--- src/rtl/seq_adder.sv ---
// rtl/seq_adder.sv - multi-cycle adder/subtractor that ripples CHUNK bits per clock
// Optional feature: define SEQ_ADDER_OVF_EN to add the signed-overflow output ovf.
module seq_adder #(
  parameter int WIDTH = 16,
  parameter int CHUNK = 4
) (
  input  logic             clk,
  input  logic             rst_n,
  input  logic             start,
  input  logic             sub,
  input  logic [WIDTH-1:0] a,
  input  logic [WIDTH-1:0] b,
  input  logic             ci,
  output logic [WIDTH-1:0] s,
  output logic             co,
`ifdef SEQ_ADDER_OVF_EN
  output logic             ovf,
`endif
  output logic             busy,
  output logic             done
);

  localparam int N  = WIDTH / CHUNK;
  localparam int KW = (N > 1) ? $clog2(N) : 1;
  localparam logic [WIDTH-1:0] SLICE_MASK = WIDTH'({CHUNK{1'b1}});

  typedef enum logic [1:0] {
    IDLE = 2'd0,
    RUN  = 2'd1,
    DONE = 2'd2
  } state_t;

  state_t            state_q, state_d;
  logic [KW-1:0]     k_q, k_d;
  logic [WIDTH-1:0]  a_q, a_d;
  logic [WIDTH-1:0]  b_q, b_d;
  logic              c_q, c_d;
  logic [WIDTH-1:0]  s_q, s_d;
  logic              co_q, co_d;
  logic              busy_q, busy_d;
  logic              done_q, done_d;
`ifdef SEQ_ADDER_OVF_EN
  logic              ovf_q, ovf_d;
`endif

  logic [31:0]       base;
  logic [CHUNK-1:0]  x_sl, y_sl, sum_sl;
  logic [CHUNK:0]    cc;
  logic              last_slice;

  // One slice of full-adder cells; cc[CHUNK-1] is the carry into the slice MSB.
  always_comb begin
    base   = 32'(k_q) * CHUNK;
    x_sl   = CHUNK'(a_q >> base);
    y_sl   = CHUNK'(b_q >> base);
    sum_sl = '0;
    cc     = '0;
    cc[0]  = c_q;
    for (int i = 0; i < CHUNK; i++) begin
      sum_sl[i] = x_sl[i] ^ y_sl[i] ^ cc[i];
      cc[i+1]   = (x_sl[i] & y_sl[i]) | (y_sl[i] & cc[i]) | (cc[i] & x_sl[i]);
    end
  end

  assign last_slice = (k_q == KW'(N - 1));

  always_comb begin
    state_d = state_q;
    k_d     = k_q;
    a_d     = a_q;
    b_d     = b_q;
    c_d     = c_q;
    s_d     = s_q;
    co_d    = co_q;
    busy_d  = busy_q;
    done_d  = done_q;
`ifdef SEQ_ADDER_OVF_EN
    ovf_d   = ovf_q;
`endif
    case (state_q)
      IDLE: begin
        if (start) begin
          // Subtraction is folded into the add path as a + ~b + 1.
          a_d     = a;
          b_d     = sub ? ~b : b;
          c_d     = sub ? 1'b1 : ci;
          k_d     = '0;
          busy_d  = 1'b1;
          state_d = RUN;
        end
      end
      RUN: begin
        s_d = (s_q & ~(SLICE_MASK << base)) | (WIDTH'(sum_sl) << base);
        c_d = cc[CHUNK];
        k_d = k_q + KW'(1);
        if (last_slice) begin
          co_d    = cc[CHUNK];
`ifdef SEQ_ADDER_OVF_EN
          ovf_d   = cc[CHUNK] ^ cc[CHUNK-1];
`endif
          done_d  = 1'b1;
          state_d = DONE;
        end
      end
      DONE: begin
        done_d  = 1'b0;
        busy_d  = 1'b0;
        state_d = IDLE;
      end
      default: begin
        done_d  = 1'b0;
        busy_d  = 1'b0;
        state_d = IDLE;
      end
    endcase
  end

  always_ff @(posedge clk or negedge rst_n) begin
    if (!rst_n) begin
      state_q <= IDLE;
      k_q     <= '0;
      a_q     <= '0;
      b_q     <= '0;
      c_q     <= 1'b0;
      s_q     <= '0;
      co_q    <= 1'b0;
      busy_q  <= 1'b0;
      done_q  <= 1'b0;
`ifdef SEQ_ADDER_OVF_EN
      ovf_q   <= 1'b0;
`endif
    end else begin
      state_q <= state_d;
      k_q     <= k_d;
      a_q     <= a_d;
      b_q     <= b_d;
      c_q     <= c_d;
      s_q     <= s_d;
      co_q    <= co_d;
      busy_q  <= busy_d;
      done_q  <= done_d;
`ifdef SEQ_ADDER_OVF_EN
      ovf_q   <= ovf_d;
`endif
    end
  end

  assign s    = s_q;
  assign co   = co_q;
  assign busy = busy_q;
  assign done = done_q;
`ifdef SEQ_ADDER_OVF_EN
  assign ovf  = ovf_q;
`endif

endmodule
--- config.mk ---
export PLATFORM = sky130hd
export DESIGN_NAME = seq_adder
export DESIGN_NICKNAME = d
export VERILOG_FILES = /design/src/rtl/seq_adder.sv
export SDC_FILE = /design/constraint.sdc
export NUM_CORES = 1
export LEC_CHECK = 0
export ABC_CLOCK_PERIOD_IN_PS = 9000
export BUFFER_PORTS_ARGS = -buffer_cell sky130_fd_sc_hd__buf_2
export CAP_MARGIN = 20
export CELL_PAD_IN_SITES_DETAIL_PLACEMENT = 0
export CELL_PAD_IN_SITES_GLOBAL_PLACEMENT = 1
export CORE_ASPECT_RATIO = 1.1
export CORE_MARGIN = 4
export CORE_UTILIZATION = 45
export CTS_BUF_LIST = sky130_fd_sc_hd__clkbuf_4
export CTS_CLUSTER_DIAMETER = 200
export DETAILED_ROUTE_END_ITERATION = 10
export GPL_TIMING_DRIVEN = 0
export PLACE_DENSITY = 0.84
export SKIP_LAST_GASP = 1
export SYNTH_ARGS = -nofsm -noshare
export SYNTH_HDL_FRONTEND = slang
export SYNTH_SLANG_ARGS = --single-unit
--- constraint.sdc ---
create_clock -name clk -period 9 [get_ports clk]
set_input_delay 1.8 -clock clk [delete_from_list [all_inputs] [get_ports clk]]
set_output_delay 1.8 -clock clk [all_outputs]
set_load 0.03 [all_outputs]
## Word level (Yosys, flattened, before mapping)

Cells that the tools add are included.

| word-level totals | value |
|---|---|
| register bits | 56 |
| output and inout port bits | 19 |
| logic and storage cells | 73 |

| cells by class | value |
|---|---|
| add/sub/neg operators | 1 |
| equal/unequal tests | 4 |
| shift-type cells | 4 |
| multiplexer cells | 13 |
| bitwise operators | 34 |
| reduce and logical (&&, ||, !) cells | 8 |

Operators by type and width:

| cell | number |
|---|---|
| $not A16 Y16 | 2 |
| $shr A16 B4 Y4 | 2 |
| $and A16 B16 Y16 | 1 |
| $mux W16 | 1 |
| $or A16 B16 Y16 | 1 |
| $shl A4 B4 Y16 | 1 |
| $shl A4 B4 Y16 const A | 1 |
| $and A1 B1 Y1 | 12 |
| $reduce_and A2 Y1 | 6 |
| $or A1 B1 Y1 | 8 |
| $pmux W2 S2 | 2 |
| $xor A1 B1 Y1 | 8 |
| $mux W2 | 3 |
| $pmux W1 S2 | 3 |
| $mux W1 | 4 |
| $ne A2 B2 Y1 const B | 2 |
| $add A2 B1 Y2 const B | 1 |
| $eq A2 B1 Y1 const B | 1 |
| $eq A2 B2 Y1 const B | 1 |
| $logic_not A2 Y1 | 1 |
| $not A1 Y1 | 2 |
| $reduce_bool A2 Y1 | 1 |

## Depth between registers and ports, before layout

Gate-level depths: netlist of run 1.

| logic depth | value |
|---|---|
| depth after elaboration | 14 |
| gate-level depth with buffers | 11 |
| mapped depth without buffers | 9 |

## Worst setup path after synthesis of run 1

Ideal clock, no wire load.

| timing path | value |
|---|---|
| path kind | register -> register |
| start point | reg k_q[0] |
| end point | reg s_q[11] (netlist: s[11]) |
| setup time | 0.122 ns |
| arrival | 2.701 ns |
| data required time | 8.878 ns |
| path slack | 6.178 ns |
| cell stages (with the launch flop) | 11 |
| buffers on the path | 2 |
| period minus slack after synthesis | 2.822 ns |
| cell sequence | dfrtp_1 > buf_4 > buf_6 > mux4_2 > fa_1 > inv_1 > fa_1 > fa_1 > inv_1 > fa_1 > a32o_1 |

| between the ends | value |
|---|---|
| longest elaborated chain between the ends | 13 |
| elaborated cells between the ends (all ways) | 24 |
| those cells by class | shift: 4; bitwise: 20 |

RTL lines:

| element | line | RTL |
|---|---|---|
| start: declaration | 34 | `logic [KW-1:0] k_q, k_d;` |
| start signal: assignment | 134 | `k_q <= k_d;` |
| $shr A16 B4 Y4 (on tied branches) | 54, 55 |  |
| $and A1 B1 Y1 | 61 | `cc[i+1] = (x_sl[i] & y_sl[i]) \| (y_sl[i] & cc[i]) \| (cc[i] & x_sl[i]);` |
| $or A1 B1 Y1 (2 in series) | 61 |  |
| $and A1 B1 Y1 | 61 |  |
| $or A1 B1 Y1 (2 in series) | 61 |  |
| $and A1 B1 Y1 | 61 |  |
| $or A1 B1 Y1 (2 in series) | 61 |  |
| $xor A1 B1 Y1 | 60 | `sum_sl[i] = x_sl[i] ^ y_sl[i] ^ cc[i];` |
| $shl A4 B4 Y16 | 93 | `s_d = (s_q & ~(SLICE_MASK << base)) \| (WIDTH'(sum_sl) << base);` |
| $or A16 B16 Y16 * | 93 |  |
| end signal: assignment | 125 | `s_q <= '0;` |
| end signal: assignment | 138 | `s_q <= s_d;` |
| end: declaration | 38 | `logic [WIDTH-1:0] s_q, s_d;` |

Mark *: on every way between the ends. The rest lies on a longest branch, timed or not.
A chain may end at the register's enable or synchronous reset.

## Worst setup path in the final report of run 1

Ends and elaborated chain as after synthesis.

==> impl.org, run 1 <==
** Route
- After the first detailed-routing iteration, the DRC count stood at 77.
- Vias post-DR :: 1757
- Total length of routed wires :: 5.15 mm
- For this run, the detailed router's first-pass iteration total came to 4.
- In the routed layout, each cell is associated on average with a via count of 5.11.
- After detailed routing, the number of remaining DRC violations is 0.
- Detail Route Antenna Nets :: 0
- Dividing the detail-routed wire length by the instance count gives 15.0 µm.

** STA
- The hold violation total from the final report was 0.
- For the pin with the worst max-slew slack, the measured transition is 0.611 ns.
- The final-report max-slew violation count is 0.
- Unrepaired setup endpoints after global routing :: no
- Measured against its own limit, the worst slew margin works out to 59.3%.
- Final hold analysis gives a worst-case slack of 0.498 ns.
- Count of final setup violators :: 0
- Clock skew on the completed layout was measured at 0.00985 ns.
- Derived from the worst setup path, the maximum achievable clock frequency is 322 MHz.
- Adding up every negative setup slack in the final design gives 0 ns.
- Final min period :: 3.11 ns
- Smallest setup slack after layout :: 5.89 ns
- The final critical path takes up 34.5% of the cycle.

** Power and ir drop
- VDD sags by at most 164 µV.
- The analysis attributes to cell leakage a power of 0.00143 µW.
- Power spread over the standard cell area amounts to 409 nW/µm².

** Die
- Die Area :: 7220 µm²
- Y dimension of the die :: 88.7 µm
- During I/O placement, the number of pins put on the boundary was 56.
- Die X-Extent :: 81.4 µm
- Initial Utilization :: 46.2%
- The initialized floorplan defines 29 standard-cell rows.
- Core footprint :: 5770 µm²

** Clocking
- CTS buffer count :: 5
- Count of buffers added by post-CTS timing repair for setup :: 0
- Hold repair after CTS inserted 0 buffers.
- Post-cts sizing count :: 0
- Root Buffer Master :: sky130_fd_sc_hd__clkbuf_4
- Total number of H-tree levels :: 2
- Clock-pin slew was measured on the worst setup and hold paths at 0.14 ns.
- TritonCTS sink count :: 56
- The clock reaches the later pin of the worst-skew pair after 0.37 ns.
- TritonCTS built the clock tree.
- Worst-case clock buffer depth :: 2

** Synthesis
- Synthesis produced 205 cells.
- Warning count from the yosys run :: 0
- Number of nets in the synthesized netlist :: 250
- The synthesized design contains 56 register bits.
- In this run, synthesis inferred 0 flip-flops with an integrated enable.
- Synthesized area :: 2670 µm²
- After synthesis, the largest area contributor takes up 52.6% of total cell area.
- By area the synthesized netlist is led by sky130_fd_sc_hd__dfrtp_1 53%, sky130_fd_sc_hd__mux2_2 7.2%, sky130_fd_sc_hd__mux4_2 6.8%.
- Async set or reset register ratio after synthesis :: 100%
- The synthesized design spends more area on one cell type than any other, namely sky130_fd_sc_hd__dfrtp_1.
- Counting distinct cell types in the post-synthesis netlist gives 27.
- Syn avg cell area :: 13.0 µm²
- After synthesis, flip-flops and latches occupy 52.6% of the total area.
- Prevailing post-synth register cell :: sky130_fd_sc_hd__dfrtp_1

** Final layout
- The repair_antennas step left the layout with diodes totalling 0.
- The area growth from synthesis to layout is 16.2%.
- NumNets Final :: 312
- Once layout is complete, the cells apart from fillers number 344.
- Share of cells above drive strength 1 :: 39.3%

** Place
- Routability-driven placement finished with a final weighted congestion of 0.782.
- DPL Wire Length :: 3.85 mm
- Count of buffers from port buffering :: 54
- OpenSTA, run right after detailed placement, puts the worst setup slack at 5.87 ns.
- After detailed placement, the design holds a cell count of 337.

** Global route
- First-pass GRT wire length :: 8.47 mm
- The total overflow left after global routing is 0.
- Entering global routing, the biggest net connects 31 pins.
- The number of antenna violations at the first check in global routing came to 0.
- Global routing consumed, over all layers together, 15.8% of the routing resources.
- Via count of the first global-routing pass :: 1744

** Critical path
- The critical path is of the reg2reg type.
- The number of cells on the worst reg-to-reg path is 10.
- The worst setup path is captured at a flip-flop.
- Of all nets on the critical path, the largest fanout is 10.
- Startpoint kind of the worst setup timing path :: flip-flop
- Data arrives at the worst endpoint at 3.37 ns.
- CP required :: 9.27 ns

** Run
- The tool flagged a number of max-cap violations equal to 0.

** Min path
- Min-Delay Path Depth :: 1
- The tightest min-delay check is of the reg2reg type.

** Run status
- The run finished with clean final reports.
where the power goes:
part	leakage [µW]	switching, µW	total [µW]	internal, µW
Sequential	0.000659	71.6	449	378
Combinational	0.000746	396	718	321
Clock	0.0000261	71.9	99.4	27.5
metal layers:
layer  wire length (µm)  GRT usage (%)  vias up  part of all wire, %
met5                  0              0        -                    0
met4                 59           3.84        0                  1.1
met3                300           4.38        5                  5.8
met2               2590           26.5       45                   50
met1               2200           20.2      869                   43
li1                   -              -      838                    -
registers in the layout, indices dropped and copies added (netlist names):
signal and cells:
b_q 16, state_q 2, done 1, busy 1
a_q 16, s 16, c_q 1, k_q 2
co 1
worst max-delay path, stage by stage (launching register included):
cell and delay [ns]:
sky130_fd_sc_hd__dfrtp_1 0.41, sky130_fd_sc_hd__buf_4 0.21, sky130_fd_sc_hd__buf_6 0.17, sky130_fd_sc_hd__mux4_2 0.55, sky130_fd_sc_hd__fa_1 0.40, sky130_fd_sc_hd__inv_1 0.08
sky130_fd_sc_hd__fa_1 0.18, sky130_fd_sc_hd__fa_1 0.18, sky130_fd_sc_hd__inv_1 0.05, sky130_fd_sc_hd__fa_1 0.53, sky130_fd_sc_hd__a32o_1 0.26
cells in the final DEF (no fill, tap or decap), types with 5 or more instances in the layout:
master and n:
sky130_fd_sc_hd__xnor2_1 16, sky130_fd_sc_hd__nand2_1 7, sky130_fd_sc_hd__dfrtp_1 56, sky130_fd_sc_hd__inv_1 11, sky130_fd_sc_hd__clkbuf_4 5, sky130_fd_sc_hd__a22o_1 7
sky130_fd_sc_hd__buf_2 57, sky130_fd_sc_hd__a21oi_1 13, sky130_fd_sc_hd__nor2_1 24, sky130_fd_sc_hd__buf_4 5, sky130_fd_sc_hd__mux2_2 17, sky130_fd_sc_hd__mux4_2 8
sky130_fd_sc_hd__a32o_1 8
final cells by class:
| class | instances | area [µm²] |
|---|---|---|
| Buffer | 12 | 97.6 |
| Clock inverter | 2 | 7.51 |
| Sequential cell | 56 | 1400 |
| Inverter | 11 | 41.3 |
| Clock buffer | 5 | 37.5 |
| Timing Repair Buffer | 55 | 290 |
| Multi-Input combinational cell | 126 | 1120 |
| Tap cell | 77 | 96.3 |
| Fill cell | 521 | 2670 |
cells by family after synthesis:
| family | after synthesis | share of synthesized area (%) |
|---|---|---|
| buf+inv | 23 | 5.21 |
| compound gates | 40 | 11.2 |
| fa+ha+maj | 8 | 4.88 |
| flops | 56 | 52.6 |
| simple gates | 36 | 6.34 |
| xor+xnor | 16 | 5.26 |
| mux | 26 | 14.5 |
per-stage QoR:
stage / utilization, % / power [µW] / cell area, µm²
global placement: 52.5 / 1170 / 3030
detailed placement: 52.9 / 1180 / 3050
global route: 53.7 / 1370 / 3100
floorplan: - / 985 / 2670
finish: 53.7 / 1270 / 3100
CTS: 53.7 / 1280 / 3100
final timing paths:
| path | slack (ns) | end | startpoint |
|---|---|---|---|
| max | 5.89 | s[11]$_DFFE_PN0P_ | k_q[0]$_DFFE_PN0P_ |
| min reg2reg | 0.50 | s[15]$_DFFE_PN0P_ | s[15]$_DFFE_PN0P_ |
| max in group asynchronous | 7.02 | k_q[1]$_DFFE_PN0P_ | rst_n |
| max reg2reg | 5.89 | s[11]$_DFFE_PN0P_ | k_q[0]$_DFFE_PN0P_ |
| min | 0.50 | s[15]$_DFFE_PN0P_ | s[15]$_DFFE_PN0P_ |
| min in group asynchronous | 1.42 | s[6]$_DFFE_PN0P_ | rst_n |
synth_stat cells (4+ instances only):
cell                      number
sky130_fd_sc_hd__dfrtp_1      56
sky130_fd_sc_hd__nor2_1       24
sky130_fd_sc_hd__mux2_2       17
sky130_fd_sc_hd__xnor2_1      16
sky130_fd_sc_hd__a21oi_1      13
sky130_fd_sc_hd__inv_1        11
sky130_fd_sc_hd__a32o_1        8
sky130_fd_sc_hd__mux4_2        8
sky130_fd_sc_hd__a22o_1        7
sky130_fd_sc_hd__nand2_1       7
sky130_fd_sc_hd__buf_4         5
sky130_fd_sc_hd__a21oi_2       4
sky130_fd_sc_hd__buf_6         4
sky130_fd_sc_hd__fa_1          4
sky130_fd_sc_hd__ha_1          4
Power figures use the tool's default switching activity.
==> run 2: changes to the inputs <==
ABC_CLOCK_PERIOD_IN_PS = 2700   (was 9000)
CORE_UTILIZATION = 41   (was 45)
PLACE_DENSITY = 0.8   (was 0.84)
clock period = 2.7 ns   (was 9 ns; I/O delays follow)
==> impl.org, run 2 (same netlist as run 1, synthesis figures left out) <==
** Run status
- Outcome :: finished with violations
- The checks that failed: negative setup slack.

** Route
- The count of unresolved DRC violations after routing came to 0 (unchanged).
- Iteration count of the initial detailed-routing pass :: 4 (unchanged)
- Post-DR vias/cell :: 5.04 (-1.3%)
- Vias post-DR :: 1780 (+1.3%)
- Detail Route Antenna Nets :: 0 (unchanged)
- The DRC violation total after the first TritonRoute iteration was 82 (+6.5%).
- The average detailed-routed wire length per instance is 15.2 µm (+1.5%).
- Total length of routed wires :: 5.36 mm (+4.2%)
- Highest signal layer in the routed design :: met4
- Wire length on met2 :: 2.81 mm (+8.7%)
- Length of routed wiring on met1 :: 2.26 mm (+2.8%)
- Met3 routed WL :: 230 µm (-23%)

** STA
- The slew at the pin with the worst max-slew slack came to 0.409 ns (-0.202 ns).
- The setup slack after layout was -0.110 ns (-6.00 ns).
- Tightest hold margin :: 0.0732 ns (-0.425 ns)
- The final-report max-slew violation count came to 0 (unchanged).
- Number of hold violations in the final report :: 0 (unchanged)
- Worst slew slack as a fraction of its limit :: 72.7% (+13 points)
- The number of endpoints failing setup at the final stage is 4 (+4).
- The ratio of final minimum period to clock period was 104% (+70 points).
- Fmax :: 356 MHz (+11%)
- Unrepaired setup endpoints after global routing :: yes
- The final period demand of the worst path is 2.81 ns (-0.297 ns).
- Setup skew after layout :: 0.00985 ns (+0.00000331 ns)

** Power and ir drop
- Peak supply drop :: 624 µV (+280%)
- The leakage component of the power came to 0.00146 µW (+2.1%).
- Power density of the placed cells :: 1410 nW/µm² (+240%)
- Design Power :: 4480 µW (+250%)

** Critical path
- The arrival time at the worst endpoint is 3.08 ns (-0.29 ns).
- Cell type with the highest occurrence count on the critical path :: sky130_fd_sc_hd__fa_2
- STA classifies the critical path endpoint as a flip-flop.
- CP required :: 2.97 ns (-6.30 ns)
- The delay of the slowest cell on the worst path came to 0.51 ns (-0.04 ns).
- Family with the most delay on the worst path :: adder cells
- Cells along the critical path :: buf_4 > mux4_2 > fa_2 > inv_2 > fa_2 > fa_2 > inv_2 > fa_2 > a32o_1
- The worst setup path is launched from a flip-flop.
- Slowest cell on crit path :: sky130_fd_sc_hd__dfrtp_2
- The peak fanout along the critical path came to 10 (unchanged).
- Buffering stage count on the worst path with inverters included :: 3 (-1)
- Critical path type :: reg2reg
- R2r setup slk :: -0.11 ns (-6.00 ns)

** Place
- The global placement routability congestion came to 0.730 (-6.6%).
- Count of buffers from port buffering :: 54 (unchanged)
- The sum of net half-perimeters after detailed placement was 3.93 mm (+2.2%).
- The pre-CTS setup slack is -0.394 ns (-6.27 ns).

** Clocking
- The number of sinks handled by clock tree synthesis is 56 (unchanged).
- Root Buffer Master :: sky130_fd_sc_hd__clkbuf_4
- CTS tree :: done
- The insertion delay to the later sink of the worst-skew pair was 0.37 ns (about the same).
- The register clock-pin slew on the reported worst setup and hold paths was 0.15 ns (about the same).
- Worst-case clock buffer depth :: 2 (unchanged)
- Total number of H-tree levels :: 2 (unchanged)
- CTS buffer count :: 5 (unchanged)

** Final layout
- Area of combinational cells with multiple inputs :: 1150 µm² (+2.0%)
- Leading cell type in the layout, fill and taps excluded :: sky130_fd_sc_hd__buf_2
- The top cell types in the final layout, fill and taps aside, are 56 x sky130_fd_sc_hd__buf_2, 55 x sky130_fd_sc_hd__dfrtp_1, 23 x sky130_fd_sc_hd__nor2_1.
- Antenna diodes :: 0 (unchanged)
- Flip-flop and latch area :: 1400 µm² (about the same)
- Number of filler cells placed in the layout :: 595 (+14%)
- NumNets Final :: 317 (+1.6%)
- Area growth from synthesis to final layout :: 19.4%
- The ratio of cells with drive above 1 in the final layout was 44.3% (+5.0 points).

** Die
- Die Area :: 7860 µm² (+8.8%)
- The total number of placement rows is 30 (+3.4%).
- The effective utilization at floorplan came to 42.8% (-3.4 points).
- Core footprint :: 6230 µm² (+8.0%)
- The I/O pin count is 56 (unchanged).
- Y dimension of the die :: 92.6 µm (+4.3%)
- The horizontal die dimension was 84.9 µm (+4.3%).

** Global route
- Via count of the first global-routing pass :: 1907 (+9.3%)
- Global routing usage summed across all routing layers :: 14.7% (-1.0 points)
- Largest net degree at the start of global routing :: 41 (+32%)
- Antenna violations before repair :: 0 (unchanged)
- First-pass GRT wire length :: 9.12 mm (+7.6%)
- GR Overflow Total :: 0 (unchanged)

** Min path
- Tightest Hold Check Type :: in2async

** Run
- The number of max-cap violations came to 0 (unchanged).
==> run 2: cell count changes in the layout (fill, tap and decap cells not counted), moves of 2 or more <==
cell,change
sky130_fd_sc_hd__inv_2,+2
sky130_fd_sc_hd__fa_1,-4
sky130_fd_sc_hd__clkbuf_4,+2
sky130_fd_sc_hd__buf_4,+5
sky130_fd_sc_hd__inv_1,-2
sky130_fd_sc_hd__fa_2,+4
==> run 2: path summary, 6_finish.rpt <==
path | cells after the start | endpoint | start
max | 9 | s[3]$_DFFE_PN0P_ | k_q[1]$_DFFE_PN0P_
min in group clk | 2 | a_q[11]$_DFFE_PN0P_ | a[11]
min reg2reg | 1 | s[8]$_DFFE_PN0P_ | s[8]$_DFFE_PN0P_
max reg2reg | 9 | s[3]$_DFFE_PN0P_ | k_q[1]$_DFFE_PN0P_
min | 1 | a_q[7]$_DFFE_PN0P_ | rst_n
max in group asynchronous | 2 | k_q[1]$_DFFE_PN0P_ | rst_n
==> run 2: stage by stage <==
step	cell area (µm²)	TNS, ns	utilization (%)	cells
2_1_floorplan	2670	-0.291	-	205
3_3_place_gp	3040	-2.21	48.9	339
3_5_place_dp	3060	-2.47	49.2	340
4_1_cts	3160	-0.333	50.7	351
5_1_grt	3180	-0.828	51.1	353
6_report	3180	-0.373	51.1	353
==> run 2: layer usage <==
layer / track usage (%) / vias to the layer above
li1: - / 847
met1: 18.6 / 887
met2: 25.1 / 41
met3: 3.47 / 5
met4: 4.49 / 0
met5: 0 / -
==> run 2: layout make-up <==
class / instances / share of cell area (%)
flip-flops and latches: 56 / 44.1
multi-input cells: 126 / 36.0
repair buffers: 60 / 10.3
plain buffers: 12 / 3.38
well taps: 80 / 3.14
clock buffers: 7 / 1.65
inverters: 11 / 1.30
clock inverters: 1 / 0.118
==> run 2: worst register-to-register path, stage by stage, from the launching register on <==
cell and delay, ns:
sky130_fd_sc_hd__dfrtp_2 0.51, sky130_fd_sc_hd__buf_4 0.22, sky130_fd_sc_hd__mux4_2 0.27, sky130_fd_sc_hd__fa_2 0.21, sky130_fd_sc_hd__inv_2 0.04, sky130_fd_sc_hd__fa_2 0.33, sky130_fd_sc_hd__fa_2 0.34, sky130_fd_sc_hd__inv_2 0.07
sky130_fd_sc_hd__fa_2 0.47, sky130_fd_sc_hd__a32o_1 0.27
==> run 2: power by group <==
part	leakage, µW	switching [µW]	internal (µW)	total (µW)
clock network	0.0000338	242	121	363
registers	0.000658	238	1260	1500
logic	0.000769	1390	1230	2620
==> run 2: timing repair <==
action / in CTS / in global routing
hold buffers: 0 / 0
gates resized for setup: 7 / 3
pin swaps: 4 / 4
setup endpoints to repair: 14 / 9
buffers inserted: 3 / 2
